==> src/rtl/cordic_pkg.sv <==
// Shared constants, angle table and state type for the CORDIC sequencer.
// Optional gain compensation is selected with CORDIC_GAIN_COMP_EN.
package cordic_pkg;

  localparam int WIDTH_DEF = 22;
  localparam int ANGLE_PI  = 2**21;
  localparam int K_INV     = 39797;
  localparam int ATAN_N    = 20;

  // atan(2^-i) in units of pi/2^21
  localparam int ATAN_TAB [ATAN_N] = '{
    524288, 309506, 163534, 83012,
    41667,  20854,  10430,  5215,
    2608,   1304,   652,    326,
    163,    81,     41,     20,
    10,     5,      3,      1
  };

  typedef enum logic [1:0] {
    IDLE,
    ROT,
    COMP,
    DONE
  } state_t;

endpackage

==> src/rtl/cordic_atan_rom.sv <==
// Combinational micro-rotation angle lookup.
// Indices past the table return zero.
import cordic_pkg::*;

module cordic_atan_rom #(
  parameter int WIDTH = WIDTH_DEF
) (
  input  logic [4:0]       i_idx,
  output logic [WIDTH-1:0] o_angle
);

  always_comb begin
    o_angle = '0;
    if (i_idx < 5'(ATAN_N)) begin
      o_angle = WIDTH'(ATAN_TAB[i_idx]);
    end
  end

endmodule

==> src/rtl/cordic_iter_ctrl.sv <==
// Iterative rotation-mode CORDIC, one micro-rotation per clock.
// Define CORDIC_GAIN_COMP_EN to add a 1/K scaling step before DONE.
import cordic_pkg::*;

module cordic_iter_ctrl #(
  parameter int WIDTH = WIDTH_DEF,
  parameter int ITER  = 16
) (
  input  logic                    clk,
  input  logic                    rst,
  input  logic                    in_valid,
  output logic                    in_ready,
  input  logic signed [WIDTH-1:0] x_in,
  input  logic signed [WIDTH-1:0] y_in,
  input  logic signed [WIDTH-1:0] z_in,
  output logic                    out_valid,
  input  logic                    out_ready,
  output logic signed [WIDTH-1:0] x_out,
  output logic signed [WIDTH-1:0] y_out,
  output logic signed [WIDTH-1:0] z_out,
  output logic [4:0]              iter_cnt
);

  state_t r_state;
  state_t w_next;

  logic signed [WIDTH-1:0] r_x;
  logic signed [WIDTH-1:0] r_y;
  logic signed [WIDTH-1:0] r_z;
  logic [4:0]              r_cnt;

  logic                    w_last;
  logic                    w_neg;
  logic                    w_quad;
  logic [WIDTH-1:0]        w_atan;
  logic signed [WIDTH-1:0] w_xs;
  logic signed [WIDTH-1:0] w_ys;
  logic signed [WIDTH-1:0] w_xn;
  logic signed [WIDTH-1:0] w_yn;
  logic signed [WIDTH-1:0] w_zn;

  cordic_atan_rom #(
    .WIDTH (WIDTH)
  ) u_rom (
    .i_idx   (r_cnt),
    .o_angle (w_atan)
  );

  assign w_last = (r_cnt == 5'(ITER - 1));
  assign w_neg  = r_z[WIDTH-1];
  assign w_quad = z_in[WIDTH-1] ^ z_in[WIDTH-2];
  assign w_xs   = r_x >>> r_cnt;
  assign w_ys   = r_y >>> r_cnt;
  assign w_xn   = w_neg ? r_x + w_ys : r_x - w_ys;
  assign w_yn   = w_neg ? r_y - w_xs : r_y + w_xs;
  assign w_zn   = w_neg ? r_z + w_atan : r_z - w_atan;

`ifdef CORDIC_GAIN_COMP_EN
  localparam int PW = WIDTH + 17;

  logic signed [PW-1:0]    w_xe;
  logic signed [PW-1:0]    w_ye;
  logic signed [PW-1:0]    w_ke;
  logic signed [PW-1:0]    w_px;
  logic signed [PW-1:0]    w_py;
  logic signed [WIDTH-1:0] w_xk;
  logic signed [WIDTH-1:0] w_yk;

  assign w_xe = PW'(r_x);
  assign w_ye = PW'(r_y);
  assign w_ke = PW'(K_INV);
  assign w_px = w_xe * w_ke;
  assign w_py = w_ye * w_ke;
  // product is Q0.16 scaled; drop the fraction
  assign w_xk = WIDTH'(w_px >>> 16);
  assign w_yk = WIDTH'(w_py >>> 16);
`endif

  assign in_ready  = (r_state == IDLE);
  assign out_valid = (r_state == DONE);
  assign iter_cnt  = r_cnt;

  always_ff @(posedge clk) begin
    if (rst) begin
      r_state <= IDLE;
    end else begin
      r_state <= w_next;
    end
  end

  always_comb begin
    w_next = r_state;
    unique case (r_state)
      IDLE: if (in_valid) w_next = ROT;
      ROT: begin
        if (w_last) begin
`ifdef CORDIC_GAIN_COMP_EN
          w_next = COMP;
`else
          w_next = DONE;
`endif
        end
      end
      COMP: w_next = DONE;
      DONE: if (out_ready) w_next = IDLE;
      default: w_next = IDLE;
    endcase
  end

  always_ff @(posedge clk) begin
    if (rst) begin
      r_x   <= '0;
      r_y   <= '0;
      r_z   <= '0;
      r_cnt <= '0;
      x_out <= '0;
      y_out <= '0;
      z_out <= '0;
    end else begin
      unique case (r_state)
        IDLE: begin
          if (in_valid) begin
            r_cnt <= '0;
            // fold |angle| >= pi/2 into range by a half turn
            if (w_quad) begin
              r_x <= -x_in;
              r_y <= -y_in;
              r_z <= z_in - WIDTH'(ANGLE_PI);
            end else begin
              r_x <= x_in;
              r_y <= y_in;
              r_z <= z_in;
            end
          end
        end
        ROT: begin
          r_x   <= w_xn;
          r_y   <= w_yn;
          r_z   <= w_zn;
          r_cnt <= w_last ? 5'd0 : r_cnt + 5'd1;
`ifndef CORDIC_GAIN_COMP_EN
          if (w_last) begin
            x_out <= w_xn;
            y_out <= w_yn;
            z_out <= w_zn;
          end
`endif
        end
`ifdef CORDIC_GAIN_COMP_EN
        COMP: begin
          x_out <= w_xk;
          y_out <= w_yk;
          z_out <= r_z;
        end
`endif
        default: ;
      endcase
    end
  end

endmodule

==> config.mk <==
export PLATFORM = sky130hd
export DESIGN_NAME = cordic_iter_ctrl
export DESIGN_NICKNAME = d
export VERILOG_FILES = /design/src/rtl/cordic_pkg.sv /design/src/rtl/cordic_atan_rom.sv /design/src/rtl/cordic_iter_ctrl.sv
export SDC_FILE = /design/constraint.sdc
export NUM_CORES = 1
export LEC_CHECK = 0
export BUFFER_PORTS_ARGS = -buffer_cell sky130_fd_sc_hd__buf_2
export CORE_MARGIN = 8
export CORE_UTILIZATION = 35
export CTS_CLUSTER_DIAMETER = 120
export CTS_CLUSTER_SIZE = 14
export DETAILED_ROUTE_END_ITERATION = 6
export HOLD_SLACK_MARGIN = 0.12
export RECOVER_POWER = 50
export SETUP_SLACK_MARGIN = 0.02
export SLEW_MARGIN = 20
export SYNTH_ARGS = -nofsm -noshare
export SYNTH_HDL_FRONTEND = slang
export SYNTH_SLANG_ARGS = --single-unit
==> constraint.sdc <==
create_clock -name clk -period 15.18 [get_ports clk]
set_input_delay 0.759 -clock clk [delete_from_list [all_inputs] [get_ports clk]]
set_output_delay 0.759 -clock clk [all_outputs]
set_load 0.01 [all_outputs]
# After elaboration in Yosys (flattened, before gate mapping)
# Memories as Yosys holds them, arrays and structs flattened.
# Index checks and enable logic that the tools add are counted.
dict set report word_totals {
  input_bits 70
  reg_bits 139
  rom_bits 1024
  wordCells 59
  output_inout_bits 73
  memories 1
}
# memory words width read_ports rd_clocked_by_memory_dff wr line
set memory_table {}
lappend memory_table {{(no name shown)} 32 32 1 0 0 cordic_atan_rom.sv:15} ;# o_angle = WIDTH'(ATAN_TAB[i_idx]);
dict set report classes {
  n_eq_ne 7
  reduce_logical 5
  muxes 22
  n_bitwise 2
  order_cmp 2
  add_sub_neg 10
  shift 2
}
# op n
set ops {}
lappend ops {{two-way mux 22 bit} 12}
lappend ops {{one-hot mux 22 bit (2 select lines)} 3}
lappend ops {{adder 22 bit} 3}
lappend ops {{subtractor 22 bit} 3}
lappend ops {{negation 22 bit} 2}
lappend ops {{>>> shifter 22 x 5 -> 22 bit} 2}
lappend ops {{subtractor 22 bit (second input constant)} 1}
lappend ops {{two-way mux 5 bit} 2}
lappend ops {{one-hot mux 5 bit (2 select lines)} 1}
lappend ops {{one-hot mux 2 bit (4 select lines)} 1}
lappend ops {{>= comparator 6 bit (second input constant)} 1}
lappend ops {{two-way mux 2 bit} 3}
lappend ops {{NOT 5 -> 6 bit} 1}
lappend ops {{adder 5 x 1 -> 5 bit (second input constant)} 1}
lappend ops {{== test 5 x 4 -> 1 bit (second input constant)} 1}
lappend ops {{less-than comparator 5 bit (second input constant)} 1}
lappend ops {{== test 2 bit (second input constant)} 2}
lappend ops {{inequality test 2 bit (second input constant)} 2}
lappend ops {{AND reduction 2 bit} 2}
lappend ops {{AND reduction 3 bit} 1}
lappend ops {{== test 2 x 1 -> 1 bit (second input constant)} 1}
lappend ops {{zero test 2 bit} 1}
lappend ops {{inequality test 2 x 1 -> 1 bit (second input constant)} 1}
lappend ops {{nonzero test 2 bit} 1}
lappend ops {{bitwise XOR 1 bit} 1}

# Logic depth before layout (Yosys ltp)
dict set report logic_depth {
  ltp_word 8
  depth_mapped 26
  depth_no_buf 23
}

# Modules after synthesis
# Synthesis repeated with hierarchy kept, for this count alone.
dict set report hier_totals {
  hier_cells 1833
  area_unflattened_um2 14024.7
}
# mod instances cells_each seq_area_each_um2 area_per_inst_um2
set modules_own_cells {}
lappend modules_own_cells {cordic_iter_ctrl 1 1753 2782.7 13459.2}
lappend modules_own_cells {cordic_atan_rom 1 80 0.0 565.5}

# Least setup slack after synthesis
# No wires, ideal clock.
dict set report synth_path {
  path_kind {flip-flop to flip-flop}
  from {register r_cnt[1], in the netlist iter_cnt[1]}
  to {register r_z[20]}
  path_buffers 2
  path_stages_with_launch 20
  required_time_ps 15099
  period_less_slack_ps 5168
  arrival_ps 5087
  path_slack_ps 10012
  setup_time_ps 81
  path_cell_list {dfxtp_1 buf_6 buf_4 clkinv_1 ha_1 mux4_2 a211oi_1 or4b_1 nand2b_1 nand2_1 xnor2_1 ha_1 o21ai_0 a21oi_1 a2111o_1 a311o_1 a31o_2 a21oi_1 nand4b_1 a41oi_1}
}
dict set report synth_between {
  elab_chain_len 8
  word_cells_on_any_way 10
  classes_between {add/sub (2); order compare (1); mux (5); bitwise (1); memory (1)}
}
# element line
set synth_rtl {}
lappend synth_rtl {{start: declaration} cordic_iter_ctrl.sv:30} ;# logic [4:0] r_cnt;
lappend synth_rtl {{start signal: assignment} cordic_iter_ctrl.sv:140} ;# r_cnt <= w_last ? 5'd0 : r_cnt + 5'd1;
lappend synth_rtl {{NOT 5 -> 6 bit (not written as such)} cordic_atan_rom.sv:15}
lappend synth_rtl {{memory read (32 x 32 bit)} n/a}
lappend synth_rtl {{two-way mux 22 bit (not written as such) (2 in series)} cordic_atan_rom.sv:15}
lappend synth_rtl {{two-way mux 22 bit *} cordic_atan_rom.sv:14} ;# if (i_idx < 5'(ATAN_N)) begin
lappend synth_rtl {{subtractor 22 bit / adder 22 bit (equally long branches)} cordic_iter_ctrl.sv:56} ;# assign w_zn = w_neg ? r_z + w_atan : r_z - w_atan;
lappend synth_rtl {{two-way mux 22 bit *} cordic_iter_ctrl.sv:56}
lappend synth_rtl {{one-hot mux 22 bit (2 select lines) *} cordic_iter_ctrl.sv:120} ;# unique case (r_state)
lappend synth_rtl {{end signal: assignment} cordic_iter_ctrl.sv:128} ;# r_z <= z_in - WIDTH'(ANGLE_PI);
lappend synth_rtl {{end signal: assignment} cordic_iter_ctrl.sv:132} ;# r_z <= z_in;
lappend synth_rtl {{end signal: assignment} cordic_iter_ctrl.sv:139} ;# r_z <= w_zn;
lappend synth_rtl {{end: declaration} cordic_iter_ctrl.sv:29} ;# logic signed [WIDTH-1:0] r_z;
# Every way passes the cells marked *; elsewhere a longest branch is shown, timed or not. The select of a mux whose other input is x is not followed.
# A chain may end at the register's enable or synchronous reset.

# Final worst setup path
dict set report layout_path {
  from {register r_cnt[1], in the netlist iter_cnt[1]}
  to {register r_y[15]}
}
dict set report layout_between {
  elab_chain_len 4
  word_cells_on_any_way 5
  classes_between {add/sub (2); shift (1); mux (2)}
}
# element line
set layout_rtl {}
lappend layout_rtl {{>>> shifter 22 x 5 -> 22 bit *} cordic_iter_ctrl.sv:52} ;# assign w_xs = r_x >>> r_cnt;
lappend layout_rtl {{adder 22 bit / subtractor 22 bit (equally long branches)} cordic_iter_ctrl.sv:55} ;# assign w_yn = w_neg ? r_y - w_xs : r_y + w_xs;
lappend layout_rtl {{two-way mux 22 bit *} cordic_iter_ctrl.sv:55}
lappend layout_rtl {{one-hot mux 22 bit (2 select lines) *} cordic_iter_ctrl.sv:120}
lappend layout_rtl {{end signal: assignment} cordic_iter_ctrl.sv:127} ;# r_y <= -y_in;
lappend layout_rtl {{end signal: assignment} cordic_iter_ctrl.sv:131} ;# r_y <= y_in;
lappend layout_rtl {{end signal: assignment} cordic_iter_ctrl.sv:138} ;# r_y <= w_yn;
lappend layout_rtl {{end: declaration} cordic_iter_ctrl.sv:28} ;# logic signed [WIDTH-1:0] r_y;
# Every way passes the cells marked *; elsewhere a longest branch is shown, timed or not.

==> out/metrics.csv <==
stage,metric,value,unit
worst_setup_path,CP peak stage delay,2.79,ns
finish,final instance area,15670,um2
status,violated checks,"DRC, capacitance limit, slew limit",
detailed_routing,DRT antenna net count,0,
worst_setup_path,most frequent CP cell,a21oi_1,
worst_setup_path,CP arrival,9.48,ns
logic_synthesis,syn_area_per_cell,7.507,um2
grt,first-pass GRT wire length,82420,um
sta,Final min period,9.139,ns
detailed_routing,Via Count,14824,
logic_synthesis,YS warnings,0,
clock_tree,Inserted Clock Buffers,17,
sta,setup tns final,0,ns
placed_design,gpl congestion,0.9839,
sta,Slew @ Worst Pin,4.008,ns
detailed_routing,vias per cell,5.975,
worst_setup_path,CP Capture Type,flop,
detailed_routing,met2 wire len,24160,um
detailed_routing,DR iter-0 viols,1402,
sta,Final Skew,0.01516,ns
worst_setup_path,"CP delay by family, top",buffers and inverters,
worst_setup_path,CP Launch Type,flop,
min_path,Hold Path Class,flop to flop,
logic_synthesis,sequential fraction of the synthesis area,19.62,%
worst_setup_path,Buf/Inv on CP,2,
detailed_routing,drt pass-1 iters,7,
detailed_routing,Routed Wire Length,53490,um
placed_design,# port buffers,142,
detailed_routing,DR top layer,met4,
clock_tree,Worst-Skew Late Latency,0.46,ns
status,outcome,"finished, violations left",
sta,Pins Over Slew Limit,250,
logic_synthesis,Post-Syn Instances,1889,
grt,largest net degree at the start of global routing,89,
detailed_routing,Routed wire per std cell,21.56,um
placed_design,DP Wirelength,40630,um
grt,vias in the first global route,13982,
clock_tree,clock sinks,139,
finish,fin nets,2098,
placed_design,dpl cell area,15180,um2
clock_tree,"Setup Fix Bufs, Post-CTS",0,
clock_tree,Max Root-Sink Buffers,2,
logic_synthesis,"Top FF cell, synth",dfxtp_1,
placed_design,Setup WS pre-CTS,8.758,ns
sta,"Hold Vio Cnt, Final",0,
die,core box area,39820,um2
sta,final setup fails,0,
logic_synthesis,Async SR Flop Fraction,0,%
logic_synthesis,Post-Syn Nets,2045,
sta,RSZ-0062 raised after global routing,no,
die,die area,47210,um2
detailed_routing,DR WL met3,3308,um
clock_tree,"Clk pin slew, worst setup/hold paths",0.06,ns
detailed_routing,Routed met1 length,23650,um
logic_synthesis,largest cells by area after synthesis,"dfxtp_1, a21oi_1, ha_1",
logic_synthesis,share of the synthesized area in the top cell type,19.62,%
logic_synthesis,Netlist cell types,92,
die,chip height,217.3,um
die,# rows,73,
worst_setup_path,cells along the critical path,clkbuf_1 > mux2i_1 > o22ai_1 > a211oi_1 > a21oi_1 > nor2_1 > nor2_1 > inv_1 > ha_1 > a21oi_1 > xor2_1 > ha_1 > and3_1 > a21oi_1 > nand4_1 > a311oi_1 > o41ai_1 > a21oi_1 > xnor2_1 > nor2_1 > a2111oi_0,
clock_tree,TritonCTS clock tree,yes,
detailed_routing,DRC Markers,9,
grt,initial antenna violation count,0,
sta,max_slew headroom,-167.2,%
worst_setup_path,Crit Path Class,flop to flop,
sta,fmax,109.4,MHz
clock_tree,CTS Root Cell,clkbuf_16,
worst_setup_path,slowest CP cell,clkbuf_1,
die,initial core utilization,35.61,%
sta,Tcrit/Tclk final,60.21,%
worst_setup_path,critical path peak fanout,68,
grt,gr usage total,21.93,%
flow_run,max cap viols,4,
logic_synthesis,"area leader, netlist",dfxtp_1,
grt,Overflow after GRT,0,
logic_synthesis,Synth Register Bits,139,
logic_synthesis,"EDFF count, synth",0,
clock_tree,cts hold-fix bufs,0,
sta,Setup WS post-layout,6.041,ns
worst_setup_path,Worst Path Required,15.52,ns
clock_tree,Clock H-tree levels,4,
finish,P&R area growth vs syn,10.53,%
clock_tree,PostCTS Resize Cnt,0,
die,total I/O pin count,143,
finish,share of layout cells above drive strength 1,10.49,%
logic_synthesis,area of the mapped netlist,14180,um2
worst_setup_path,FF-to-FF setup slack,6.04,ns
sta,Hold Slack,0.4535,ns
die,Die X-Extent,217.3,um
==> tightest hold or removal path, delay by kind of cell, from the launching register on <==
kind,cells,cell delay [ns]
flops,1,0.31
simple gates,1,0.05
compound gates,1,0.05
==> cell usage after synthesis, types with 5 or more instances <==
library cell and count:
a211o_1 6, a211oi_1 55, a21boi_0 6, a21o_1 21, a21oi_1 223, a221oi_1 6, a22oi_1 9, a311oi_1 6
a31o_2 5, a31oi_1 21, a41oi_1 5, and2_1 17, and3_1 14, buf_1 17, buf_2 18, buf_6 5
clkbuf_1 85, dfxtp_1 139, ha_1 83, inv_1 43, mux2_2 15, mux2i_1 59, mux4_2 32, nand2_1 210
nand2b_1 27, nand3_1 35, nand4_1 7, nor2_1 219, nor2b_1 15, nor3_1 39, nor4_1 6, o2111ai_1 5
o211ai_1 22, o21a_1 12, o21ai_0 102, o21bai_1 6, o22ai_1 10, o31ai_1 14, o41ai_1 7, or2_2 9
or3_1 13, or4_1 6, xnor2_1 84, xor2_1 64
==> logic make-up (layout without fill, tap and decap cells) <==
group / Yosys count / in the layout / share of synthesized area [%]
buffers and inverters: 175 / 241 / 5.250
other: 0 / 1 / 0
muxes: 112 / 112 / 11.39
adders and majority gates: 86 / 86 / 7.747
DFF: 139 / 139 / 19.62
AOI/OAI and AO/OA: 588 / 588 / 26.14
and+or+nand+nor: 641 / 641 / 20.71
xor gates and xnor gates: 148 / 148 / 9.141
==> cell type report <==
| class | instances | area, um2 |
|---|---|---|
| Multi-Input combinational cell | 1575 | 10680 |
| Clock inverter | 12 | 162.7 |
| Sequential cell | 139 | 2784 |
| Clock buffer | 20 | 446.7 |
| Timing Repair Buffer | 163 | 769.5 |
| Antenna cell | 1 | 2.502 |
| Fill cell | 4241 | 24150 |
| Tap cell | 525 | 656.9 |
| Inverter | 46 | 172.7 |
==> metal layers <==
metal,GRT usage (%),vias to the layer above
li1,-,6971
met3,3.828,106
met5,0,-
met2,34.87,620
met4,9.536,0
met1,28.88,7127
==> cells in the final DEF (no fill, tap or decap), types with 11 or more instances in the layout <==
master	n
o21a_1	11
inv_1	43
o211ai_1	22
mux2_2	15
buf_4	18
nor3_1	38
xnor2_1	84
dfxtp_1	138
nand3_1	35
or3_1	12
mux4_2	32
clkbuf_1	75
buf_2	72
a21o_1	21
mux2i_1	59
nand2_1	210
a211oi_1	55
clkbuf_16	17
and3_1	14
xor2_1	64
and2_1	16
nor2_1	220
o21ai_0	102
ha_1	82
nor2b_1	15
a31oi_1	21
nand2b_1	27
a21oi_1	224
o31ai_1	14
==> registers in the layout (all words and copies together) (netlist names) <==
name / count
r_x: 22
z_out: 22
x_out: 22
r_y: 22
r_z: 22
r_state: 2
iter_cnt: 5
y_out: 22
==> metrics by stage <==
stage	cells	util, %
6_report	2481	39.36
5_1_grt	2480	39.35
4_1_cts	2480	39.64
3_5_place_dp	2448	38.11
3_3_place_gp	2448	38.11
2_1_floorplan	1889	-
==> path summary, 6_finish.rpt <==
kind | from | to | depth (start not counted)
worst max-delay path | iter_cnt[1] | r_y[15] | 21
worst min-delay path | z_out[8] | z_out[8] | 2
worst max register to register | iter_cnt[1] | r_y[15] | 21
worst min register to register | z_out[8] | z_out[8] | 2
Power is not shown: default switching activity piles up to over one toggle a cycle in this logic, so the estimate is an artifact.
